--- config.mk ---
export PLATFORM = sky130hd
export DESIGN_NAME = fetch_stage
export DESIGN_NICKNAME = d
export VERILOG_FILES = /design/src/rtl/fetch_stage.sv
export SDC_FILE = /design/constraint.sdc
export NUM_CORES = 1
export LEC_CHECK = 0
export BUFFER_PORTS_ARGS = -buffer_cell sky130_fd_sc_hd__buf_2
export CAP_MARGIN = 20
export CORE_UTILIZATION = 55
export CTS_BUF_LIST = sky130_fd_sc_hd__clkbuf_8 sky130_fd_sc_hd__clkbuf_16
export DETAILED_ROUTE_END_ITERATION = 10
export PLACE_DENSITY = 0.89
export RECOVER_POWER = 25
export SETUP_SLACK_MARGIN = 0.1
export SYNTH_ARGS = -nofsm -noshare
export SYNTH_HDL_FRONTEND = slang
export SYNTH_SLANG_ARGS = --single-unit
--- constraint.sdc ---
create_clock -name clk -period 6.3 [get_ports clk]
set_input_delay 0.63 -clock clk [delete_from_list [all_inputs] [get_ports clk]]
set_output_delay 0.63 -clock clk [all_outputs]
set_load 0.01 [all_outputs]
--- src/rtl/fetch_stage.sv ---
// Instruction-fetch stage: PC, one-cycle-latency imem requests and a 2-entry
// {instr, pc} queue to decode. Redirects flush the queue and the in-flight fetch.
module fetch_stage #(
  parameter logic [31:0] RESET_PC = 32'h0000_0000
) (
  input  logic        clk,
  input  logic        rst,
  output logic        imem_req,
  output logic [31:0] imem_addr,
  input  logic [31:0] imem_rdata,
  input  logic        redirect_valid,
  input  logic [31:0] redirect_pc,
  output logic        if_id_valid,
  input  logic        if_id_ready,
  output logic [31:0] if_id_instr,
  output logic [31:0] if_id_pc,
  output logic [31:0] if_id_pc4
);

  typedef struct packed {
    logic [31:0] instr;
    logic [31:0] pc;
  } ent_t;

  logic [31:0]     pc_q, pc_d;
  logic [31:0]     inflight_pc_q, inflight_pc_d;
  logic            inflight_q, inflight_d;
  logic [1:0]      occ_q, occ_d;
  ent_t [1:0]      ent_q, ent_d;
  ent_t            new_ent;
  logic            pop, push, push_idx;
  logic [2:0]      load;
  logic            unused_ok;

  assign unused_ok = ^redirect_pc[1:0];

  assign if_id_valid = (occ_q != 2'd0);
  assign pop         = if_id_valid & if_id_ready;
  assign push        = inflight_q & ~redirect_valid;

  // Queue slots committed after this edge; issue only if one stays free.
  assign load     = {1'b0, occ_q} + {2'b00, inflight_q} - {2'b00, pop};
  assign imem_req = ~rst & ~redirect_valid & (load < 3'd2);
  assign imem_addr = pc_q;

  assign new_ent.instr = imem_rdata;
  assign new_ent.pc    = inflight_pc_q;
  assign push_idx      = (occ_q == 2'd2);

  always_comb begin
    pc_d          = pc_q;
    inflight_d    = 1'b0;
    inflight_pc_d = inflight_pc_q;
    occ_d         = occ_q;
    ent_d         = ent_q;
    if (redirect_valid) begin
      pc_d  = {redirect_pc[31:2], 2'b00};
      occ_d = 2'd0;
    end else begin
      if (imem_req) begin
        pc_d          = pc_q + 32'd4;
        inflight_d    = 1'b1;
        inflight_pc_d = pc_q;
      end
      occ_d = occ_q + {1'b0, push} - {1'b0, pop};
      if (pop) begin
        ent_d[0] = ent_q[1];
        if (push) ent_d[push_idx] = new_ent;
      end else if (push) begin
        ent_d[occ_q[0]] = new_ent;
      end
    end
  end

  always_ff @(posedge clk or posedge rst) begin
    if (rst) begin
      pc_q          <= RESET_PC;
      inflight_q    <= 1'b0;
      inflight_pc_q <= '0;
      occ_q         <= '0;
      ent_q         <= '0;
    end else begin
      pc_q          <= pc_d;
      inflight_q    <= inflight_d;
      inflight_pc_q <= inflight_pc_d;
      occ_q         <= occ_d;
      ent_q         <= ent_d;
    end
  end

  assign if_id_instr = ent_q[0].instr;
  assign if_id_pc    = ent_q[0].pc;
  assign if_id_pc4   = ent_q[0].pc + 32'd4;

endmodule

Word-level counts from Yosys, hierarchy flattened
Index checks and enable logic that the tools add are counted.

ROM bits: 0. Memory bits (writable): 0. Bits in latches: 0. Input bits: 68. Output and inout port bits: 130. Memories: 0. Logic and storage cells: 48. Register bits: 195.

Div/mod/pow operators: 0. Magnitude comparators: 5. Reductions and logical operators: 8. Shift operators: 0. Multiplexer cells: 14. Equality and inequality tests: 1. Bitwise gates (word level): 6. Add/sub/neg operators: 6. Multiply operators: 0.

Operators with widths (count): two-way mux 128 bit (3); bitwise mux 128 bit (2); demux 64 bit (select 1 bit) (2); two-way mux 64 bit (2); adder 32 x 3 -> 32 bit (second input constant) (2); two-way mux 32 bit (2); AND reduction 2 bit (3); nonzero test 2 bit (3); bitwise AND 1 bit (4); less-than comparator 1 x 2 -> 1 bit (second input constant) (2); adder 2 x 1 -> 3 bit (1); less-than comparator 3 x 2 -> 1 bit (second input constant) (1); subtractor 3 x 1 -> 3 bit (1); adder 2 x 1 -> 2 bit (1); equality test 2 bit (second input constant) (1); greater-or-equal comparator 1 bit (second input constant) (2); logical AND 1 bit (2); two-way mux 1 bit (2); two-way mux 2 bit (1); NOT 1 bit (2); subtractor 2 x 1 -> 2 bit (1).

Depth between registers and ports, before layout
Gate-level depths: netlist (run 1).

Depth in word-level cells: 8. Depth in mapped cells: 13.

Least setup slack after synthesis (run 1)
No wires, ideal clock.

Kind: in2out. Start point: in if_id_ready. End point: out imem_req. Data required time: 5.670 ns. Arrival: 2.612 ns. Slack: 3.058 ns. Stages on the path: 10. Path buffers: 3. Cell sequence: o21ai_0 ha_1 nand2_1 fa_1 xor2_1 or3_1 buf_2 clkbuf_1 clkbuf_1 inv_1.

Word-level cells in the longest chain between the ends: 4.

RTL lines: from (decl) (RTL line 14) `input logic if_id_ready,`; bitwise AND 1 bit (RTL line 38) `assign pop = if_id_valid & if_id_ready;`; subtractor 3 x 1 -> 3 bit (RTL line 42) `assign load = {1'b0, occ_q} + {2'b00, inflight_q} - {2'b00, pop};`; less-than comparator 3 x 2 -> 1 bit (RTL line 43) `assign imem_req = ~rst & ~redirect_valid & (load < 3'd2);`; bitwise AND 1 bit (RTL line 43); to (decl) (RTL line 8) `output logic imem_req,`.

Every way passes these cells.

==> results of run 1 <==
## sequential cells by signal (all words and copies together), names as in the netlist
register       count
if_id_instr       32
occ_q              2
inflight_pc_q     30
imem_addr         30
ent_q             63
if_id_pc          31
inflight_q         1
## metal layers
metal	vias up	share of wire [%]	global-route usage, %
met5	-	0	0
met4	0	1.5	8.32
met3	27	9.0	5.82
met2	406	45	41.1
met1	3617	44	37.9
li1	3472	-	-
## cell usage in the layout (no fill, tap or decap), drive strengths merged, types with 3 or more instances in the layout
cell type	n
a21oi	66
a221o	7
a22o	62
a22oi	64
a41oi	4
and2	4
and3	8
and4	7
buf	193
clkbuf	27
clkinvlp	4
dfrtp	189
ha	7
inv	25
nand2	125
nand3	31
nand4	16
nor2	82
nor3	8
nor4	9
o211ai	4
o21ai	25
o311ai	13
or3	4
or4	3
xnor2	23
xor2	10
## cells in the mapped netlist (all sizes together), types with 7 or more instances
cell type,number
nor3,8
a221o,7
nand3,31
and3,8
buf,75
a21oi,66
dfrtp,189
nand2,125
ha,7
xnor2,23
nand4,16
o21ai,25
a22o,62
inv,16
nor2,82
clkbuf,52
a22oi,64
xor2,10
o311ai,13
and4,7
nor4,9
## worst min path at each step
stage | to | from | slack (ps)
2_1_floorplan | ent_q[65] | ent_q[65] | 450
3_3_place_gp | ent_q[65] | ent_q[65] | 470
3_5_place_dp | ent_q[65] | ent_q[65] | 490
4_1_cts | imem_addr[16] | rst | 370
5_1_grt | imem_addr[15] | redirect_pc[15] | 400
6_report | imem_addr[15] | redirect_pc[15] | 400
## power breakdown
group	leakage, nW	switching (mW)	internal (mW)
clock network	0.274	0.512	0.528
logic	2.25	0.974	0.707
registers	2.37	0.441	1.65
total	4.90	1.93	2.88
## stage by stage
stage	utilization [%]	instance area (sq um)	hold slack, ps
floorplan	-	9130	453
global placement	60.7	9740	470
detailed placement	60.7	9740	489
CTS	64.2	10300	365
global route	64.4	10300	396
finish	64.4	10300	401
## area by class of cell
cell class | instances | area [sq um]
sequential | 189 | 4730
fill | 1273 | 5710
tap | 216 | 270
multi-input combinational | 603 | 3650
inverter | 16 | 61.3
clock buffer | 17 | 425
clock inverter | 15 | 148
timing repair buffer | 203 | 1070
## tightest hold or removal path: stages
cell and delay (ps):
buf_2 70, nand2_1 40, nand3_1 50
## logic make-up (layout without fill, tap and decap cells)
kind of cell    Yosys count  after routing  synth area share (%)
mux                       2              2                 0.219
compound gates          254            254                  19.8
fa+ha+maj                 8              8                  1.18
simple gates            304            304                  15.1
xor+xnor                 33             33                  3.17
other cells               1              2                0.0411
buf+inv                 143            251                  8.75
flops                   189            189                  51.8
==> results.json, run 1 <==
{
  "status": "finished, violations left",
  "violations": "capacitance limit, slew limit",
  "cts_resized": 0,
  "nets": 1106,
  "worstPathMaxFanout": 104,
  "diodes": 0,
  "post-place-cells": 1225,
  "netlist_instances": 934,
  "drive_gt1_share_pct": 22.8,
  "die_h_um": 131,
  "hold_buffers": 0,
  "h-tree-depth": 4,
  "hold_viol": 0,
  "syn_to_final_growth_pct": 13.4,
  "grt_start_max_net_pins": 105,
  "numCtsBuffers": 17,
  "rows": 46,
  "core_sq_um": 16100,
  "crit_family": "buffers and inverters",
  "grt_util_all_layers_pct": 26.7,
  "detail_route.iter0.violations": 741,
  "fmax_ghz": 0.251,
  "clock-sinks": 189,
  "start_kind": "input pin",
  "syn_area_per_cell_sq_um": 9.77,
  "synth_seq_cells": 189,
  "drcViolationCount": 0,
  "synth_ff_type": "dfrtp_1",
  "hold_depth": 3,
  "peakVddDrop_v": 0.000273,
  "insertion_delay_ps": 440,
  "die_w_um": 131,
  "synth-async-reset-ratio_pct": 100,
  "gp_congestion": 0.881,
  "grt_pass1_wl_mm": 35.5,
  "grt_pass1_vias": 6891,
  "finalPower_mw": 4.81,
  "postLayoutSetupSlackWorst_ps": 2310,
  "yosys.area.top_type": "dfrtp_1",
  "antenna_found_initial": 0,
  "worst-path-stages": 4,
  "setup.worst_path.start": "rst",
  "detailroute.via_count": 7522,
  "cp_slowest_stage_delay_ps": 2540,
  "initial_utilization_pct": 56.8,
  "setup_violations": 0,
  "critPathSlowestCell": "clkinvlp_2",
  "synth.area.top_cells": "dfrtp_1 52%, a22o_1 6.0%, buf_4 5.6%",
  "cp.arrival_ps": 4580,
  "root_buffer": "clkbuf_16",
  "ys_warn_count": 0,
  "critPathKind": "in -> async",
  "synth_top_area_share_pct": 51.8,
  "cp.required_ps": 6890,
  "synth_area_sq_um": 9130,
  "wirelength_mm": 22.6,
  "dp_slack_ps": 2200,
  "max-slew-margin-rel_pct": -206,
  "wl_per_cell_um": 17.9,
  "ys_seq_area_share_pct": 51.8,
  "maxCapViolCount": 1,
  "stdcell_count": 1259,
  "period_share_pct": 63.3,
  "critPathBufInv": 4,
  "top_level_ports": 198,
  "clk_path_buf_depth": 2,
  "min_period_ps": 3990,
  "end_kind": "async pin",
  "post_cts_buffers": 0,
  "ff2ff_path_depth": 10,
  "ys_types": 48,
  "rsz0062_at_grt": "no",
  "vias_per_cell": 5.97,
  "overflow": 0,
  "drtPass1Iterations": 8,
  "leakagePower_nw": 4.90,
  "tightest_slew_ps": 4560,
  "portBuffers": 193,
  "skew_ps": 8.68,
  "path_cells": "clkbuf_1, clkinvlp_2, clkbuf_1, buf_16",
  "hold_class": "in -> reg",
  "worstReg2RegStart": "occ_q[0]",
  "ff2ff_setup_slack_ps": 2650,
  "drv_slew": 105,
  "powerDensity_nw_per_um2": 465,
  "synth_edf_count": 0,
  "clkTransAtPathRegs_ps": 70,
  "ant_nets": 0,
  "tns_ps": 0,
  "dp_hpwl_mm": 14.7,
  "reg2reg_to": "imem_addr[26]",
  "cp-endpoint": "if_id_pc[16]",
  "cts_tree": "done",
  "dieArea_sq_um": 17100,
  "crit_path_frequent_cell": "clkbuf_1"
}
No activity file was read; power rests on OpenSTA's default activity.
==> run 2, diff against run 1 <==
- ABC_AREA: not set -> 1
- CORE_UTILIZATION: 55 -> 57
- clock period: 6.3 -> 3.9 ns (I/O delays scaled with it)
==> results.json, run 2 <==
{
  "status": "finished, violations left",
  "violations": "capacitance limit, slew limit",
  "multi_input_area_sq_um": 4700,
  "synth_commonest_cells": "486 x nand2_1, 198 x inv_1, 189 x dfrtp_1, 154 x nor2_1, 121 x nand3_1",
  "n_fill_cell": 1643,
  "grt_pass1_vias": 9823,
  "worstPathMaxFanout": 57,
  "portBuffers": 193,
  "powerDensity_nw_per_um2": 804,
  "crit_family": "adder cells",
  "synth-async-reset-ratio_pct": 100,
  "post_cts_buffers": 0,
  "cp.required_ps": 3510,
  "diodes": 0,
  "wirelength_mm": 29.5,
  "leakagePower_nw": 6.05,
  "tightest_slew_ps": 2010,
  "tns_ps": 0,
  "drtPass1Iterations": 6,
  "synth_ff_type": "dfrtp_1",
  "ant_nets": 0,
  "maxCapViolCount": 3,
  "synthSimpleGateAreaFrac_pct": 30.0,
  "seqCellArea_sq_um": 4730,
  "critPathSlowestCell": "dfrtp_1",
  "core_sq_um": 18800,
  "rows": 50,
  "rsz0062_at_grt": "no",
  "antenna_found_initial": 0,
  "dp_slack_ps": 726,
  "synth_seq_cells": 189,
  "drive_gt1_share_pct": 15.2,
  "netlist_instances": 1545,
  "syn_to_final_growth_pct": 10.4,
  "synth.area.top_cells": "dfrtp_1 43%, nand2_1 17%, inv_1 6.7%",
  "yosys.area.top_type": "dfrtp_1",
  "grt_pass1_wl_mm": 48.4,
  "root_buffer": "clkbuf_16",
  "final_common_cell": "nand2_1",
  "synth_edf_count": 0,
  "synth_top_family_by_area": "simple AND/OR/NAND/NOR gates",
  "cp.arrival_ps": 3100,
  "grt_util_all_layers_pct": 30.6,
  "ys_warn_count": 0,
  "syn_area_per_cell_sq_um": 7.14,
  "vias_per_cell": 5.50,
  "min_period_ps": 3490,
  "detail_route.iter0.violations": 901,
  "ys_types": 32,
  "cts_resized": 0,
  "die_h_um": 141,
  "clock-sinks": 189,
  "mostFrequentLayoutCells": "485 x nand2_1, 197 x inv_1, 192 x buf_2, 189 x dfrtp_1, 154 x nor2_1",
  "gp_congestion": 0.942,
  "synth_fa_ha_area_share_pct": 0.976,
  "detailroute.via_count": 10455,
  "initial_utilization_pct": 58.6,
  "insertion_delay_ps": 440,
  "dp_hpwl_mm": 19.9,
  "numCtsBuffers": 17,
  "synthXorXnorAreaFrac_pct": 1.43,
  "crit_path_frequent_cell": "nand2_1",
  "largest_reg_flops": 63,
  "hold_viol": 0,
  "fmax_ghz": 0.287,
  "drcViolationCount": 0,
  "clkTransAtPathRegs_ps": 70,
  "synth_compound_area_share_pct": 10.0,
  "ys_seq_area_share_pct": 42.9,
  "skew_ps": 7.04,
  "regMostFlops": "ent_q",
  "start_kind": "flip-flop",
  "critPathKind": "reg -> out",
  "nets": 1704,
  "peakVddDrop_v": 0.000367,
  "period_share_pct": 89.4,
  "hold_buffers": 0,
  "h-tree-depth": 4,
  "die_w_um": 141,
  "max-slew-margin-rel_pct": -33.7,
  "fin_util_pct": 64.6,
  "end_kind": "primary output",
  "synth.most_common_cell": "nand2_1",
  "synth_top_area_share_pct": 42.9,
  "wl_per_cell_um": 15.5,
  "synth_area_sq_um": 11000,
  "path_cells": "inv_2, nand2_2, nand2_1, ha_1, nand2_1, fa_1, nand2_1, nor2_1, nand2_2, buf_12, inv_1, buf_2",
  "cts_tree": "done",
  "grt_start_max_net_pins": 127,
  "top_level_ports": 198,
  "clk_path_buf_depth": 2,
  "dieArea_sq_um": 19900,
  "muxShareOfSynthArea_pct": 0,
  "setup_violations": 0,
  "hold_class": "in -> reg",
  "drv_slew": 194,
  "postLayoutSetupSlackWorst_ps": 415,
  "overflow": 0,
  "cp_slowest_stage_delay_ps": 620,
  "critPathBufInv": 4
}
[run 2: layout make-up]
| class | instances | share of cell area (%) |
|---|---|---|
| flip-flops and latches | 189 | 38.9 |
| multi-input cells | 1013 | 38.6 |
| repair buffers | 205 | 9.04 |
| inverters | 202 | 6.24 |
| clock buffers | 18 | 3.61 |
| well taps | 260 | 2.67 |
| clock inverters | 14 | 0.966 |
[run 2: kinds of logic after synthesis]
kind of cell               after synthesis
buffers and inverters                  344
adders and majority gates                8
AOI/OAI and AO/OA                      181
and+or+nand+nor                        804
other                                    1
xor gates and xnor gates                18
DFF                                    189
[run 2: worst reg2reg max path, cell delays in order (launching register included)]
cell     delay [ps]
dfrtp_1         620
inv_2           100
nand2_2         100
nand2_1          80
ha_1            290
nand2_1          70
fa_1            490
nand2_1          50
nor2_1          130
nand2_2         250
nand2_1         460
inv_1           270
nand2_1         110
nand3_1          80
[run 2: worst paths after layout]
path / from / endpoint / slack (ps) / depth (start not counted)
worst min-delay path: redirect_pc[11] / imem_addr[11] / 170 / 3
min in group asynchronous: rst / imem_addr[2] / 370 / 2
worst max register to register: occ_q[0] / imem_addr[16] / 690 / 13
max in group asynchronous: rst / ent_q[108] / 950 / 3
worst max-delay path: occ_q[0] / imem_req / 410 / 12
worst min register to register: ent_q[65] / ent_q[65] / 510 / 2
[run 2: report_power, final]
group          internal (mW)  switching, mW  leakage [nW]  total (mW)
Sequential              2.88          0.834          2.22        3.71
Clock                  0.896          0.781         0.272        1.68
Combinational           1.63           2.78          3.56        4.40
Total                   5.40           4.39          6.05        9.79
[run 2: per-stage QoR]
stage          instance area, sq um  hold slack (ps)  std cells  power, mW
5_1_grt                       12200              160       1901       10.5
3_5_place_dp                  11600              500       1869       8.05
2_1_floorplan                 11000              472       1546       6.94
4_1_cts                       12200              137       1901       9.77
6_report                      12200              167       1901       9.79
3_3_place_gp                  11600              481       1869       7.85
[run 2: routing by layer]
| layer | wire, um | part of all wire [%] | track usage (%) |
|---|---|---|---|
| met4 | 860 | 2.9 | 12.9 |
| met2 | 14100 | 48 | 50.1 |
| met1 | 12000 | 41 | 40.2 |
| met3 | 2500 | 8.5 | 5.23 |
| met5 | 0 | 0 | 0 |
==> run 3, diff against run 2 <==
- CELL_PAD_IN_SITES_DETAIL_PLACEMENT: not set -> 1
- CELL_PAD_IN_SITES_GLOBAL_PLACEMENT: not set -> 1
- CORE_UTILIZATION: 57 -> 41
==> results.json, run 3 (synthesized netlist as in run 2, its figures left out) <==
{
  "critPathSlowestCell": "dfrtp_1",
  "worstPathMaxFanout": 66,
  "path_cells": "inv_2, nand2_2, nand2_1, ha_1, nand2_1, fa_1, nand2_1, nor2_1, nand2_2, buf_12, inv_1, buf_2",
  "crit_family": "adder cells",
  "grt_util_all_layers_pct": 25.8,
  "wl_per_cell_um": 17.5,
  "setup_violations": 0,
  "dieArea_sq_um": 27600,
  "drive_gt1_share_pct": 15.4,
  "top_level_ports": 198,
  "tns_ps": 0,
  "initial_utilization_pct": 42.1,
  "cp.required_ps": 3510,
  "syn_to_final_growth_pct": 12.3,
  "core_sq_um": 26200,
  "end_kind": "primary output",
  "drv_slew": 191,
  "powerDensity_nw_per_um2": 823,
  "grt_start_max_net_pins": 127,
  "status": "finished, violations left",
  "die_h_um": 166,
  "regMostFlops": "ent_q",
  "clk_path_buf_depth": 2,
  "leakagePower_nw": 6.11,
  "largest_reg_flops": 63,
  "hold_viol": 0,
  "cp.arrival_ps": 3090,
  "final_common_cell": "nand2_1",
  "tightest_slew_ps": 3010,
  "maxCapViolCount": 2,
  "grt_pass1_vias": 11055,
  "cts_resized": 0,
  "dp_hpwl_mm": 23.9,
  "ant_nets": 0,
  "peakVddDrop_v": 0.000294,
  "final_cell_area_sq_um": 12400,
  "max-slew-margin-rel_pct": -101,
  "post_cts_buffers": 0,
  "grt_pass1_wl_mm": 57.2,
  "drtPass1Iterations": 8,
  "wirelength_mm": 34.7,
  "numCtsBuffers": 17,
  "vias_per_cell": 5.29,
  "start_kind": "flip-flop",
  "mostFrequentLayoutCells": "485 x nand2_1, 197 x inv_1, 192 x buf_2, 189 x dfrtp_1, 154 x nor2_1",
  "detailroute.via_count": 10482,
  "hold_buffers": 0,
  "hold_class": "in -> reg",
  "detail_route.iter0.violations": 701,
  "critPathBufInv": 4,
  "root_buffer": "clkbuf_16",
  "clock-sinks": 189,
  "n_fill_cell": 3373,
  "skew_ps": 16.2,
  "cp_slowest_stage_delay_ps": 630,
  "antenna_found_initial": 0,
  "insertion_delay_ps": 450,
  "drcViolationCount": 15,
  "nets": 1708,
  "cts_tree": "done",
  "rows": 59,
  "critPathKind": "reg -> out",
  "hold_ws_ps": 160,
  "h-tree-depth": 4,
  "clkTransAtPathRegs_ps": 80,
  "gp_congestion": 0.885,
  "diodes": 0,
  "rsz0062_at_grt": "no",
  "crit_path_frequent_cell": "nand2_1",
  "placed_area_sq_um": 11800,
  "overflow": 0,
  "period_share_pct": 89.3,
  "min_period_ps": 3480,
  "die_w_um": 166,
  "portBuffers": 193,
  "violations": "DRC, capacitance limit, slew limit",
  "fmax_ghz": 0.287
}
[run 3: path summary, 6_finish.rpt]
kind / startpoint / to / slack, ps / cells past startpoint
worst max-delay path: occ_q[0] / imem_req / 420 / 12
worst min-delay path: redirect_pc[6] / imem_addr[6] / 160 / 3
worst max register to register: occ_q[0] / imem_addr[2] / 670 / 15
worst min register to register: ent_q[65] / ent_q[65] / 500 / 2
max in group asynchronous: rst / ent_q[80] / 960 / 3
min in group asynchronous: rst / ent_q[119] / 740 / 3
[run 3: area by class of cell]
| class | count | area [sq um] | share of cell area, % |
|---|---|---|---|
| Multi-Input combinational cell | 1013 | 4700 | 37.9 |
| Tap cell | 335 | 419 | 3.38 |
| Inverter | 202 | 759 | 6.13 |
| Sequential cell | 189 | 4730 | 38.2 |
| Clock buffer | 17 | 425 | 3.43 |
| Timing Repair Buffer | 209 | 1150 | 9.32 |
| Clock inverter | 15 | 199 | 1.61 |
[run 3: tightest hold or removal path: stages]
cell,delay (ps)
buf_2,70
nand2_1,40
nand3_1,60
[run 3: through the flow]
step                      setup WS [ps]  total power, mW  cells  utilization (%)
after global routing                252             10.9   1980             47.3
final                               418             10.2   1980             47.3
after detailed placement            777             8.31   1948             45.0
after floorplan                    1080             6.94   1546                -
after global placement              918             8.04   1948             45.0
after CTS                           431             10.2   1980             47.4
[run 3: power breakdown]
part	switching [mW]	internal (mW)
Clock	0.886	0.984
Combinational	2.92	1.66
Sequential	0.870	2.87
[run 3: layer usage]
layer	GRT usage, %	routed length [um]	vias to the layer above
li1	-	-	4996
met1	32.7	14900	5125
met2	44.2	16900	303
met3	3.53	1700	58
met4	10.5	1170	0
met5	0	0	-
